`config.mk`:
```
export PLATFORM = sky130hd
export DESIGN_NAME = mem_dport
export DESIGN_NICKNAME = d
export VERILOG_FILES = /design/src/rtl/mem_dport_pkg.sv /design/src/rtl/mem_dport_store_align.sv /design/src/rtl/mem_dport.sv
export SDC_FILE = /design/constraint.sdc
export NUM_CORES = 1
export LEC_CHECK = 0
export CORE_ASPECT_RATIO = 0.9
export CORE_MARGIN = 2
export CORE_UTILIZATION = 38
export CTS_CLUSTER_DIAMETER = 50
export DETAILED_ROUTE_END_ITERATION = 10
export PLACE_DENSITY = 0.77
export SKIP_LAST_GASP = 1
export SYNTH_ARGS = -nofsm -noshare
export SYNTH_HDL_FRONTEND = slang
export SYNTH_SLANG_ARGS = --single-unit
```
`constraint.sdc`:
```
create_clock -name clk -period 1.55 [get_ports clk]
set_input_delay 0.31 -clock clk [delete_from_list [all_inputs] [get_ports clk]]
set_output_delay 0.31 -clock clk [all_outputs]
set_load 0.01 [all_outputs]
```
`src/rtl/mem_dport_pkg.sv`:
```
// mem_dport_pkg: opcodes, funct3 encodings and FSM states for the memory-stage data port
package mem_dport_pkg;
  localparam logic [6:0] op_load  = 7'b0000011;
  localparam logic [6:0] op_store = 7'b0100011;
  typedef enum logic [2:0] {sb = 3'b000, sh = 3'b001, sw = 3'b010} store_funct3_t;
  typedef enum logic [2:0] {lb = 3'b000, lh = 3'b001, lw = 3'b010, lbu = 3'b100, lhu = 3'b101} load_funct3_t;
  typedef enum logic [1:0] {IDLE, REQ, DONE} dport_state_t;
endpackage

```
`src/rtl/mem_dport_store_align.sv`:
```
// mem_dport_store_align: byte enables, lane-shifted store data and misalignment from offset/width
module mem_dport_store_align
  import mem_dport_pkg::*;
(
  input  logic [1:0]  off,
  input  logic [2:0]  funct3,
  input  logic [31:0] rs2,
  output logic [3:0]  mbe,
  output logic [31:0] wdata,
  output logic        misaligned
);
  logic is_byte, is_half;
  assign is_byte = funct3 inside {sb, lbu};
  assign is_half = funct3 inside {sh, lhu};
  // halves at offset 3 are clipped to the top lane rather than split
  assign mbe = is_byte ? 4'b0001 << off : is_half ? 4'b0011 << off : 4'b1111;
  assign wdata = is_byte ? {4{rs2[7:0]}} : is_half ? 32'(rs2[15:0]) << {off, 3'b000} : rs2;
  assign misaligned = is_byte ? 1'b0 : is_half ? off == 2'd3 : off != 2'd0;
endmodule

```
`src/rtl/mem_dport.sv`:
```
// mem_dport: memory-stage data-cache request holder, handshake FSM and pipeline stall
module mem_dport
  import mem_dport_pkg::*;
#(
  parameter int TIMEOUT = 0
) (
  input  logic        clk,
  input  logic        rst_n,
  input  logic        valid_in,
  input  logic [6:0]  opcode_in,
  input  logic [2:0]  funct3_in,
  input  logic [31:0] addr_in,
  input  logic [31:0] rs2_in,
  input  logic        advance,
  input  logic        flush,
  output logic        data_read,
  output logic        data_write,
  output logic [31:0] data_addr,
  output logic [3:0]  data_mbe,
  output logic [31:0] data_wdata,
  input  logic        data_resp,
  input  logic [31:0] data_rdata,
  output logic        stall,
  output logic [31:0] r_data_out,
  output logic [3:0]  mbe_out,
  output logic        misaligned,
  output logic        err_timeout
);
  dport_state_t state, state_d;
  logic mem_op, wr_q, kill_q, mis_c;
  logic [3:0] mbe_c;
  logic [31:0] wdata_c, cnt;
  assign mem_op = valid_in && (opcode_in == op_load || opcode_in == op_store) && !flush;
  mem_dport_store_align u_align (
    .off(addr_in[1:0]),
    .funct3(funct3_in),
    .rs2(rs2_in),
    .mbe(mbe_c),
    .wdata(wdata_c),
    .misaligned(mis_c)
  );
  assign data_read = state == REQ && !wr_q;
  assign data_write = state == REQ && wr_q;
  always_ff @(posedge clk or negedge rst_n)
    if (!rst_n) state <= IDLE;
    else state <= state_d;
  always_comb begin
    state_d = state;
    stall = 1'b0;
    unique case (state)
      IDLE: begin
        stall = mem_op;
        state_d = mem_op ? REQ : IDLE;
      end
      REQ: begin
        stall = 1'b1;
        // a flushed transaction still completes on the bus, only its result is dropped
        if (data_resp) state_d = (kill_q || flush) ? IDLE : DONE;
      end
      DONE: state_d = advance ? IDLE : DONE;
      default: state_d = IDLE;
    endcase
  end
  always_ff @(posedge clk or negedge rst_n)
    if (!rst_n) begin
      data_addr <= '0;
      data_mbe <= '0;
      data_wdata <= '0;
      wr_q <= 1'b0;
      kill_q <= 1'b0;
      misaligned <= 1'b0;
      r_data_out <= '0;
      mbe_out <= '0;
      cnt <= '0;
      err_timeout <= 1'b0;
    end else begin
      if (state == IDLE && mem_op) begin
        data_addr <= {addr_in[31:2], 2'b00};
        data_mbe <= mbe_c;
        data_wdata <= wdata_c;
        wr_q <= opcode_in == op_store;
        kill_q <= 1'b0;
        misaligned <= mis_c;
      end
      if (state == REQ && flush) kill_q <= 1'b1;
      if (state == REQ && data_resp && !kill_q && !flush) begin
        mbe_out <= data_mbe;
        if (!wr_q) r_data_out <= data_rdata;
      end
      if (TIMEOUT != 0 && state == REQ) begin
        if (data_resp) cnt <= '0;
        else if (cnt != 32'(TIMEOUT)) cnt <= cnt + 32'd1;
        if (!data_resp && cnt == 32'(TIMEOUT - 1)) err_timeout <= 1'b1;
      end
    end
endmodule

```
[Yosys cells after proc, flatten, opt, wreduce, memory -nomap -nowiden]
Index checks and enable logic that the tools add are counted.
Storage, ports and cells
  register bits after elaboration: 107
  bits in latches: 0
  memory bits (writable): 0
  bits in read-only memories: 0
  input port bits: 112
  memories: 0
Operators by class
  $add $sub $neg: 0
  multiply operators: 0
  divide/modulo/power cells: 0
  magnitude comparators: 0
  equality and inequality tests: 9
  shifts and indexed selects: 3
  mux-type cells: 14
  bitwise logic cells: 1
  reductions and logical operators: 21
Operators with widths (number)
  32-bit two-way mux: 2
  16-bit by 5-bit << shifter with 32-bit output: 1
  1-bit logical AND: 9
  4-bit two-way mux: 2
  2-bit nonzero test: 4
  7-bit by 2-bit equality test with 1-bit output (second input constant): 1
  7-bit by 6-bit equality test with 1-bit output (second input constant): 1
  3-bit equality test (second input constant): 2
  2-bit two-way mux: 3
  2-bit case mux with 3 select lines: 1
  1-bit two-way mux: 5
  2-bit equality test (second input constant): 2
  1-bit by 2-bit << shifter with 4-bit output (first input constant): 1
  2-bit by 2-bit << shifter with 4-bit output (first input constant): 1
  3-bit by 1-bit equality test with 1-bit output (second input constant): 1
  1-bit zero test: 3
  3-bit zero test: 1
  2-bit by 1-bit equality test with 1-bit output (second input constant): 1
  2-bit zero test: 1
  1-bit logical OR: 2
  2-bit != test (second input constant): 1
  1-bit case mux with 2 select lines: 1
  2-bit AND reduction: 1
  1-bit NOT: 1

[Longest topological paths before layout]
  depth after elaboration: 7
  depth in mapped cells: 6
  depth with buffers taken out: 4

[By module]
Synthesis repeated with hierarchy kept, for this count alone.
Unflattened totals
  cell total of the unflattened synthesis: 327
  area total of the unflattened synthesis: 4745.8 sq um
By module, submodules not included
  mem_dport: instances 1, cells each 241, area an instance 4106.4 sq um, seq. area each 2677.6 sq um
  mem_dport_store_align: instances 1, cells each 86, area an instance 639.4 sq um, seq. area each 0.0 sq um

[Worst setup path before layout]
Ideal clock, no wire load.
  path kind: register to register
  from: reg state[1]
  to: reg data_addr[30]
  library setup time: 125 ps
  arrival: 1407 ps
  data required time: 1425 ps
  setup slack: 17 ps
  stages on the path, launching flop included: 6
  clock period less this slack: 1533 ps
  cell sequence: dfrtp_1 > and4bb_1 > and3_1 > buf_6 > buf_8 > mux2_4
On the way
  word-level cells in the longest chain between the ends: 2
Ends and longest elaborated chain
  start: declaration: RTL line mem_dport.sv:29  | dport_state_t state, state_d;
  start signal: assignment: RTL line mem_dport.sv:46  | else state <= state_d;
  2-bit zero test: RTL line mem_dport.sv:77  | if (state == IDLE && mem_op) begin
  1-bit logical AND: RTL line mem_dport.sv:77
  end signal: assignment: RTL line mem_dport.sv:78  | data_addr <= {addr_in[31:2], 2'b00};
  end: declaration: RTL line mem_dport.sv:18  | output logic [31:0] data_addr,
No other way between the ends.
A chain may end at the register's enable or synchronous reset.

[Final worst setup path]
  from: reg state[1]
  to: reg data_addr[5]
Same word-level chain as after synthesis.

==> out/metrics.cfg <==
[floorplanning]
die_y_um=113
pin_count=221
core-area_sq_um=12700
die_width_um=125
rows=39
start_util_pct=39.1
die_area_sq_um=14000

[logic_synthesis]
ys_seq_elements=107
yosys.area.top_type=dfrtp_1
syn_area_sq_um=4980
ys_top_cells_by_count=dfrtp_1, a31oi_1, mux2_2
synthArstFlopShare_pct=100
synth_flop_cell=dfrtp_1
synth_edf_count=0
muxShareOfSynthArea_pct=19.7
synth_cell_types=40
syn_inst=392
synth_area_leaders=dfrtp_1, mux2_4, mux2_2
yosys.area_share.simple_pct=5.62
synth_top_family_by_area=multiplexers
syn_avg_cell_area_sq_um=12.7
synth-compound-area-share_pct=13.6
synth-adder-area-share_pct=1.00
synth_most_common_cell=dfrtp_1
ys_warn_count=1
yosys.area_share.xor_xnor_pct=0
yosysTopAreaCellShare_pct=53.7
yosysSeqAreaShare_pct=53.7

[clock_network]
clock_sinks=107
htreeDepth=3
clock_latency_ns=0.35
clockBufferDepth=2
root_buffer=clkbuf_16
cts_tree=built
clk_transition_reported_paths_ns=0.07
postCtsHoldBufs=0
cts_buffers=9

[grt]
grt.total_usage_pct=22.0
grt_max_degree=108
grt_pass1_wl_um=24200
grt_pass1_vias=4399
overflow=0
antenna_found_initial=0

[power]
intPower_mw=4.94
ir_drop_uv=497
switchingPower_mw=1.83
clkPwrFrac_pct=31.8
leakagePower_nw=4.01
powerDensity_nw_per_um2=861
combPwrFrac_pct=21.1
seqPwrFrac_pct=47.1
power.share.switching_pct=27.0

[worst_setup_path]
cp.arrival_ns=1.94
crit_type=flop to flop
ff2ff_path_depth=5
cp_max_fo=15
slowest_delay_ns=0.40
worst_setup_path_start_kind=flop
critPathCaptureType=flop
crit_required_ns=1.78
worst_path_max_delay_cell=dfrtp_1
cp_cell_sequence=and4bb_1 > buf_4 > and3_4 > buf_12 > mux2_4

[cells_and_area]
final_area_sq_um=7860
antenna_cells=0
area_growth_pct=57.7
fillers=1044
utilization_pct=61.7
nets=754
regArea_sq_um=2680
drive_above_1_share_pct=23.8
multiInputGateArea_sq_um=2070

[place]
hpwl_um=11200
placed_cell_area_sq_um=7490
port_buffers=216
globalplace.congestion=0.921

[timing]
fmax_ghz=0.585
tightest_slew_ns=0.559
hold_violations=0
slew_viol_final=0
fin_crit_ns=1.71
slew_headroom_pct=62.8
setup_viol=62
layout_setup_ws_ns=-0.161
rsz0062_at_grt=yes
skew_ns=0.00858
post-route-period-util_pct=110

[detailed_routing]
post_drt_wl_per_cell_um=18.9
post-route-drc-count=0
drt_iter0_drc=254
vias_per_cell=5.27
routed_wl_um=15200
vias=4250
antenna_left=0
drtPass1Iterations=5

[flow_run]
drv_cap=0

[outcome]
outcome=finished, violations left
violations=negative setup slack

[worst_hold_path]
holdCritPathClass=input port to async pin

path summary, 6_finish.rpt:
check | start | end | slack, ns
worst max-delay path | state[1] | data_addr[5] | -0.16
worst min-delay path | rst_n | data_addr[2] | 0.03
worst max register to register | state[1] | data_addr[5] | -0.16
worst min register to register | r_data_out[28] | r_data_out[28] | 0.49
max in group asynchronous | rst_n | data_wdata[22] | 1.11
min in group clk | r_data_out[28] | r_data_out[28] | 0.49
what timing repair did:
action,CTS,global route
buffers inserted,2,1
gates resized for setup,121,20
endpoints found under the setup margin,168,80
cloned,3,0
pin swaps,5,4
worst max-delay path, delay by kind of cell, from the launching register on:
| family | cells | cell delay [ns] |
|---|---|---|
| multiplexers | 1 | 0.31 |
| buffers and inverters | 2 | 0.32 |
| AND/OR/NAND/NOR | 2 | 0.56 |
| flip-flops | 1 | 0.40 |
power groups by stage:
stage	Clock, mW	Sequential (mW)	Combinational [mW]
finish	2.16	3.19	1.43
global route	2.34	3.22	1.53
CTS	2.22	3.19	1.43
detailed placement	0	3.25	1.58
global placement	0	3.24	1.56
floorplan	0	3.34	0.433
placed cells by master, fill, tap and decap left out, types with 2 or more instances in the layout:
cell,Yosys,final
nor2_1,6,5
mux2i_1,10,9
a221oi_1,8,3
a31oi_1,55,55
nor2b_1,10,10
mux2_4,31,31
mux2_2,35,35
ha_1,4,4
buf_6,5,6
buf_12,3,4
nand2_1,11,10
nand3_2,1,3
buf_2,11,2
conb_1,1,3
buf_4,5,40
dlygate4sd2_1,0,99
a22oi_1,8,8
clkbuf_16,0,9
inv_6,0,2
clkinv_4,0,2
inv_1,13,13
a221oi_2,0,5
mux2_1,2,2
nor4bb_1,2,2
dlymetal6s2s_1,0,9
bufbuf_16,0,2
o21ai_0,34,34
clkdlybuf4s50_1,0,104
dfrtp_1,107,107
clkinvlp_4,0,2
a21oi_1,2,2
cells by family (layout without fill, tap and decap cells):
kind of cell    Yosys count  after routing
buf+inv                  48            296
compound gates          110            110
flops                   107            107
other cells               1              3
mux                      78             78
fa+ha+maj                 4              4
simple gates             44             44
through the flow:
| step | std cells | TNS [ns] | total power [mW] | hold WS [ns] | setup slack [ns] |
|---|---|---|---|---|---|
| 6_report | 806 | -7.12 | 6.77 | 0.0282 | -0.161 |
| 5_1_grt | 806 | -10.78 | 7.09 | 0.0764 | -0.204 |
| 4_1_cts | 805 | -5.54 | 6.85 | 0.0493 | -0.128 |
| 3_5_place_dp | 785 | -50.94 | 4.84 | 0.431 | -0.647 |
| 3_3_place_gp | 785 | -46.61 | 4.80 | 0.419 | -0.594 |
| 2_1_floorplan | 394 | 0 | 3.78 | 0.0144 | 0.0175 |
flip-flops by register name, indices dropped and copies added, names as in the netlist:
signal / flops
misaligned: 1
kill_q: 1
data_mbe: 4
wr_q: 1
mbe_out: 4
state: 2
r_data_out: 32
data_addr: 30
data_wdata: 32
metal layers:
metal / track usage [%] / vias to the layer above / share of wire, %
li1: - / 1938 / -
met1: 27.5 / 2092 / 42
met2: 37.1 / 205 / 49
met3: 5.96 / 15 / 7.5
met4: 7.27 / 0 / 1.4
met5: 0 / - / 0
cell type report:
| class | instances | share of cell area, % |
|---|---|---|
| flip-flops and latches | 107 | 34.1 |
| repair buffers | 268 | 32.9 |
| multi-input cells | 239 | 26.3 |
| clock buffers | 9 | 2.87 |
| well taps | 164 | 2.61 |
| clock inverters | 6 | 0.637 |
| inverters | 13 | 0.621 |
(Power assumes the default switching activity.)
